## config.mk

```make
export PLATFORM = sky130hd
export DESIGN_NAME = router_in_arbiter
export DESIGN_NICKNAME = d
export VERILOG_FILES = /design/src/rtl/router_in_arbiter.sv
export SDC_FILE = /design/constraint.sdc
export NUM_CORES = 1
export LEC_CHECK = 0
export ABC_AREA = 1
export ABC_CLOCK_PERIOD_IN_PS = 5000
export CAP_MARGIN = 20
export CORE_MARGIN = 1.5
export CORE_UTILIZATION = 42
export DETAILED_ROUTE_END_ITERATION = 7
export SYNTH_ARGS = -nofsm -noshare
export SYNTH_HDL_FRONTEND = slang
export SYNTH_SLANG_ARGS = --single-unit
```

## constraint.sdc

```tcl
create_clock -name clock -period 5 [get_ports clock]
set_input_delay 1 -clock clock [delete_from_list [all_inputs] [get_ports clock]]
set_output_delay 1 -clock clock [all_outputs]
set_load 0.1 [all_outputs]
```

## src/rtl/router_in_arbiter.sv

```systemverilog
// rtl/router_in_arbiter.sv - round-robin store-and-forward ingress scheduler in front of router_top
// Define ROUTER_ARB_PARITY_GEN_EN to generate parity internally instead of forwarding the source parity byte.
module router_in_arbiter #(
  parameter int GAP_CYCLES = 2
) (
  input  logic        clock,
  input  logic        reset,
  input  logic [2:0]  src_valid,
  input  logic [23:0] src_data,
  output logic [2:0]  src_ready,
  input  logic        busy,
  output logic        pkt_valid,
  output logic [7:0]  rtr_data,
  output logic [2:0]  grant,
  output logic        drop
);

  typedef enum logic [2:0] {S_IDLE, S_COLLECT, S_SEND, S_PARITY, S_GAP} state_t;

  state_t     state, state_next;
  logic [7:0] pkt_buf [64];
  logic [6:0] wr_ptr;
  logic [5:0] rd_ptr;
  logic [5:0] len_q;
  logic [1:0] addr_q;
  logic [7:0] parity_q;
  logic [1:0] grant_idx, last_grant, pick;
  logic [7:0] gap_cnt;

  logic [7:0] src_byte, data_next;
  logic [5:0] cur_len;
  logic [1:0] cur_addr;
  logic [6:0] last_idx;
  logic       take, last_byte, any_req, pv_next, drop_next, rel_grant;

  assign src_ready = (state == S_COLLECT) ? grant : 3'b000;

  always_comb begin
    src_byte = ({8{grant[0]}} & src_data[7:0]) |
               ({8{grant[1]}} & src_data[15:8]) |
               ({8{grant[2]}} & src_data[23:16]);
    take     = (state == S_COLLECT) && (|(src_valid & grant));
    // The header byte is still on the bus when len/addr are needed for it.
    cur_len  = (wr_ptr == 7'd0) ? src_byte[7:2] : len_q;
    cur_addr = (wr_ptr == 7'd0) ? src_byte[1:0] : addr_q;
`ifdef ROUTER_ARB_PARITY_GEN_EN
    last_idx = {1'b0, cur_len};
`else
    last_idx = {1'b0, cur_len} + 7'd1;
`endif
    last_byte = take && (wr_ptr == last_idx);
    any_req   = |src_valid;
    pick      = 2'd0;
    case (last_grant)
      2'd0:    pick = src_valid[1] ? 2'd1 : (src_valid[2] ? 2'd2 : 2'd0);
      2'd1:    pick = src_valid[2] ? 2'd2 : (src_valid[0] ? 2'd0 : 2'd1);
      default: pick = src_valid[0] ? 2'd0 : (src_valid[1] ? 2'd1 : 2'd2);
    endcase
  end

  always_comb begin
    state_next = state;
    pv_next    = 1'b0;
    data_next  = 8'h00;
    drop_next  = 1'b0;
    case (state)
      S_IDLE: if (any_req) state_next = S_COLLECT;
      S_COLLECT: begin
        if (last_byte) begin
          if (cur_addr == 2'd3) begin
            state_next = S_IDLE;
            drop_next  = 1'b1;
          end else begin
            state_next = S_SEND;
            pv_next    = 1'b1;
            data_next  = (wr_ptr == 7'd0) ? src_byte : pkt_buf[0];
          end
        end
      end
      S_SEND: begin
        pv_next   = 1'b1;
        data_next = rtr_data;
        if (!busy) begin
          if (rd_ptr == len_q) begin
            state_next = S_PARITY;
            pv_next    = 1'b0;
            data_next  = parity_q;
          end else begin
            data_next = pkt_buf[rd_ptr + 6'd1];
          end
        end
      end
      S_PARITY: begin
        data_next = rtr_data;
        if (!busy) begin
          data_next  = 8'h00;
          state_next = (GAP_CYCLES == 0) ? S_IDLE : S_GAP;
        end
      end
      S_GAP: if (gap_cnt == 8'(GAP_CYCLES - 1)) state_next = S_IDLE;
      default: state_next = S_IDLE;
    endcase
    rel_grant = (state != S_IDLE) && (state_next == S_IDLE);
  end

  always_ff @(posedge clock or posedge reset) begin
    if (reset) begin
      state      <= S_IDLE;
      grant      <= 3'b000;
      grant_idx  <= 2'd0;
      last_grant <= 2'd2;
      wr_ptr     <= 7'd0;
      rd_ptr     <= 6'd0;
      len_q      <= 6'd0;
      addr_q     <= 2'd0;
      parity_q   <= 8'h00;
      gap_cnt    <= 8'd0;
      pkt_valid  <= 1'b0;
      rtr_data   <= 8'h00;
      drop       <= 1'b0;
    end else begin
      state     <= state_next;
      pkt_valid <= pv_next;
      rtr_data  <= data_next;
      drop      <= drop_next;
      if (state == S_IDLE && any_req) begin
        grant     <= 3'b001 << pick;
        grant_idx <= pick;
        wr_ptr    <= 7'd0;
      end
      if (take) begin
        wr_ptr <= wr_ptr + 7'd1;
        if (wr_ptr == 7'd0) begin
          len_q  <= src_byte[7:2];
          addr_q <= src_byte[1:0];
        end
`ifdef ROUTER_ARB_PARITY_GEN_EN
        parity_q <= (wr_ptr == 7'd0) ? src_byte : (parity_q ^ src_byte);
`else
        if (wr_ptr == last_idx) parity_q <= src_byte;
`endif
      end
      if (state == S_COLLECT) rd_ptr <= 6'd0;
      else if (state == S_SEND && !busy) rd_ptr <= rd_ptr + 6'd1;
      gap_cnt <= (state == S_GAP) ? gap_cnt + 8'd1 : 8'd0;
      if (rel_grant) begin
        last_grant <= grant_idx;
        grant      <= 3'b000;
      end
    end
  end

  // Packet storage is never reset; the write pointer defines what is valid.
  always_ff @(posedge clock) begin
    if (take && (wr_ptr <= {1'b0, cur_len})) pkt_buf[wr_ptr[5:0]] <= src_byte;
  end

endmodule

```

Word level (Yosys, flattened, before mapping)
Memories as Yosys holds them, arrays and structs flattened.
Cells that the tools add are included.
Widths: inputs -> output; s select.

operators by class
  add/sub/neg operators = 4
  magnitude comparators = 1
  equal/unequal tests = 11
  shift-type cells = 1
  mux-type cells = 42
  bitwise logic cells = 6
  reductions and logical operators = 19

operators by type and width
  operator             number
  $mux 8               7
  $mux 3               9
  $and 8x8->8          3
  $pmux 8 s3           1
  $mux 6               3
  $or 8x8->8           2
  $pmux 3 s5           1
  $mux 2               7
  $mux 7               2
  $mux 1               10
  $add 8x1->8 const B  1
  $eq 8x1->1 const B   1
  $add 6x1->7 const B  1
  $add 7x1->7 const B  1
  $eq 7x7->1           1
  $le 7x6->1           1
  $logic_not 7->1      1
  $add 6x1->6 const B  1
  $eq 3x2->1 const B   2
  $eq 6x6->1           1
  $logic_and 1x1->1    6
  $logic_not 3->1      2
  $reduce_bool 2->1    3
  $reduce_or 3->1      2
  other kinds (13)     15

storage, ports and cells
  bits in registers = 57
  RAM bits = 512
  bits of input ports = 30
  output and inout bits = 16
  word-level logic and storage cells = 98
  memories kept = 1

memories
  name     depth  bits a word  read ports  clocked after Yosys merged registers in  wr ports  RTL line  text
  pkt_buf  64     8            2           0                                        1         21        logic [7:0] pkt_buf [64];

Logic depth before layout (Yosys ltp)
  depth after elaboration = 12
  depth in mapped cells = 21
  depth with buffers taken out = 21

Worst setup path before layout
OpenSTA, ideal clock, no wires.

  kind = flip-flop to flip-flop
  from = register grant[2]
  to = memory pkt_buf[0][0] (enable)
  arrival = 4.319 ns
  required time = 4.630 ns
  slack = 0.311 ns
  cell stages (with the launch flop) = 17
  cells stage by stage = dfrtp_1 > buf_2 > nand2_1 > nand3_1 > inv_1 > nand2_2 > nand2_1 > ha_1 > a21oi_1 > o21ai_0 > nand4_1 > o311ai_0 > o21ai_0 > nand2_1 > nor2_1 > nand3_1 > nor2_1

on the way
  cells in the longest elaborated chain, start to end = 7
  elaborated cells between the ends (all ways) = 10

RTL lines
  what                          RTL line  text
  start, declared               14        output logic [2:0] grant,
  start signal, assigned        127       grant <= 3'b001 << pick;
  $and 8x8->8                   41        ({8{grant[2]}} & src_data[23:16]);
  $or 8x8->8                    40        ({8{grant[1]}} & src_data[15:8]) |
  via src_byte[4]               30        logic [7:0] src_byte, data_next;
  $mux 6                        -
  $le 7x6->1                    155       if (take && (wr_ptr <= {1'b0, cur_len})) pkt_buf[wr_ptr[5:0]] <= src_byte;
  $logic_and 1x1->1             155
  $mux 1                        155
  $mux 1 (implied by the code)  155
  end, declared                 21

The timed path passes the listed nets, and every way through them passes these cells.

Final worst setup path
  from = register wr_ptr[0]
  to = memory pkt_buf[0][7] (enable)

on the way
  cells in the longest elaborated chain, start to end = 6

RTL lines
  what                          RTL line  text
  start, declared               22        logic [6:0] wr_ptr;
  start signal, assigned        132       wr_ptr <= wr_ptr + 7'd1;
  $logic_not 7->1               44        cur_len = (wr_ptr == 7'd0) ? src_byte[7:2] : len_q;
  $mux 6                        -
  via cur_len[1]                31        logic [5:0] cur_len;
  $le 7x6->1                    155
  $logic_and 1x1->1             155
  $mux 1                        155
  $mux 1 (implied by the code)  155

The timed path passes the listed nets, and every way through them passes these cells.

==> run metrics <==
Yosys warnings 0; leakage 9.47 nW; Pint between 9 and 10 mW; Power Density between 500 and 600 mW/mm2; number of synthesized flops with an enable pin between 500 and 600; 1st-pass router iterations 6; count leader, synth edfxtp_1; root buffer cell clkbuf_16; Worst setup SP type flip-flop; cells after synthesis between 2000 and 2500; Synth Flop Type edfxtp_1; crit path buf inv count 3; initial core utilization 0.425; CP Capture Type flip-flop; GRT Overall Usage 0.225; die width between 200 and 250 um; dpl hpwl 39800 um; Slew @ Worst Pin between 1 and 1.5 ns; Final period util 0.860; largest cells by area after synthesis edfxtp_1 (64%), o21ai_0 (6.8%), nor2_1 (6.8%); Fin. Hold Viols 0; vias per std cell just under 6; Sequential Power Share 0.408; num rows 87; max incr delay on CP approximately 0.56 ns; diodes inserted 0; setup TNS 0 ns; Synth top area share 0.640; Max-slew headroom 0.299; Clock Skew roughly 0.019 ns; global-route wire length before repair roughly 100000 um; Crit path required time about 5.3 ns; CTS max path bufs 3; WS Path Type reg -> reg; Placer Congestion between 0.9 and 1; power share of the clock group 0.326; routed len/inst approximately 23 um; Sw Share 0.342; Slowest cell on crit path nor2_1; Critical Path Fanout Max 22; Synth-to-Final Area Change 14.7%; VDD IR-drop max approximately 0.38 mV; post-cts sizing count 0; P_sw between 5 and 6 mW; CP arrival ~4.6 ns; layout cells sized above 1 0.0907; vias in the first global route between 15000 and 20000; RSZ-0062 raised after global routing no; Comb power frac 0.266; Final nets around 2100; CTS Buf Count 58; fmax approximately 230 MHz; Ports 46; CP cell instances inv_1, ha_1, nand3_2, nor2_8, nand2_1, nand2_1, inv_1, ha_1, nand2_1, o21ai_0, nand4_1, o311ai_0, o21ai_0, nand2_1, nor2_1, nand3_1, buf_4, nor2_1; initial antenna violation count 1; grt ovf 0; Top delay family on crit path simple AND/OR/NAND/NOR gates; drt initial violations 2078; Post-DRT Antenna Nets 0; Core ar. roughly 0.056 mm2; Max Cap Viol 0; status finished, final reports clean; CTS tree built; die area between 0.05 and 0.06 mm2; asr flop ratio synth 0.100; H-Tree Depth 2; postcts setup bufs 0; most frequent CP cell nand2_1; Residual DRC 0; synth unique cells 44; clk_lat worst skew 0.62 ns; Fill cells 4916; Tmin final ~4.3 ns; number of setup violations in the final report 0; Hold Crit Class reg -> reg; Worst-path clk slew ~0.06 ns; # hold bufs at CTS 0; pin count of the biggest net entering global routing approximately 210; Via Count 16772; register area share after synthesis 0.699; synthesized area about 0.024 mm2; Post-Route WL roughly 66000 um; clk sinks around 570; Yosys reg bits about 570; Post-synth top cells edfxtp_1 (512), nor2_1 (433), o21ai_0 (327), nand2_1 (178), nand3_1 (111); die height 242 um; syn nets roughly 2100; total power approximately 15 mW; Post-Syn Area per Cell between 10 and 15 um2; Final Max Slew Viols 0; input/output buffers 45; Yosys top cell by area edfxtp_1
-- kinds of logic after synthesis --
kind of cell	count (synthesis)	synth area share
buffers and inverters	193	0.0327
and+or+nand+nor	767	0.135
AOI/OAI and AO/OA	515	0.124
adders and majority gates	12	0.00625
DFF	569	0.699
xor gates and xnor gates	8	0.00292
-- path summary, 6_finish.rpt --
kind	from	endpoint	slack (ns)	depth (start not counted)
hold / removal	grant_idx[0]$_DFFE_PP0P_	last_grant[0]$_DFFE_PP0P_	0.48	2
setup reg to reg	wr_ptr[0]$_DFFE_PP0P_	pkt_buf[0][7]$_DFFE_PP_	0.70	18
max in group asynchronous	reset	parity_q[0]$_DFFE_PP0N_	3.41	3
hold reg to reg	grant_idx[0]$_DFFE_PP0P_	last_grant[0]$_DFFE_PP0P_	0.48	2
min in group asynchronous	reset	gap_cnt[6]$_DFF_PP0_	0.76	2
setup / recovery	wr_ptr[0]$_DFFE_PP0P_	pkt_buf[0][7]$_DFFE_PP_	0.70	18
-- power groups by stage --
stage | sequential, mW | combinational, mW | clock, mW
2_1_floorplan | 6.29 | 2.39 | 0
3_3_place_gp | 6.20 | 3.94 | 0
3_5_place_dp | 6.20 | 3.94 | 0
4_1_cts | 6.10 | 3.95 | 4.94
5_1_grt | 6.13 | 4.32 | 5.13
6_report | 6.10 | 3.97 | 4.88
-- metal layers --
layer / global-route usage / share of wire / up-vias
met2: 0.358 / 0.46 / 765
met5: 0 / 0.00020 / -
met3: 0.0436 / 0.086 / 143
li1: - / - / 7538
met1: 0.307 / 0.42 / 8324
met4: 0.0813 / 0.034 / 2
-- cells in the final DEF (no fill, tap or decap), drive strengths merged, types with 26 or more instances in the layout --
cell	n
clkbuf	66
buf	48
edfxtp	512
nor2	441
dfrtp	56
nand2	193
o211ai	91
nand3	114
inv	77
o22ai	26
o221ai	31
clkdlybuf4s50	45
o21ai	335
-- worst register-to-register path, delay by kind of cell (launching register included) --
kind	cells	cell delay (ns)
flip-flops	1	0.39
AND/OR/NAND/NOR	10	2.11
adder cells (fa/ha/maj)	2	0.52
buffers and inverters	3	0.56
AO/OA/AOI/OAI	3	0.34
-- layout make-up --
class                      count  area [um2]  share of cell area
sequential                   569       16800               0.610
multi-input combinational   1302        6510               0.236
clock buffer                  66        1520              0.0553
tap                          756         946              0.0343
timing repair buffer          93         836              0.0303
clock inverter                44         643              0.0233
inverter                      75         287              0.0104
-- per-stage QoR --
step	instances	hold slack [ns]	utilization	area (um2)	worst slack (ns)
finish	2905	0.480	0.488	27600	0.702
global route	2905	0.495	0.488	27600	0.295
CTS	2905	0.488	0.488	27600	0.741
detailed placement	2795	0.472	0.449	25400	0.414
global placement	2795	0.462	0.449	25400	0.420
floorplan	2064	0.444	-	24000	0.311
-- flip-flops by register name, indices dropped and copies added (netlist names) --
| name | flops |
|---|---|
| pkt_buf | 512 |
| gap_cnt | 8 |
| parity_q | 8 |
| rtr_data | 8 |
| wr_ptr | 7 |
| len_q | 6 |
| rd_ptr | 6 |
| grant | 3 |
| state | 3 |
| addr_q | 2 |
| grant_idx | 2 |
| last_grant | 2 |
| drop | 1 |
| pkt_valid | 1 |
Note: power is estimated with default switching activity, not from simulation.
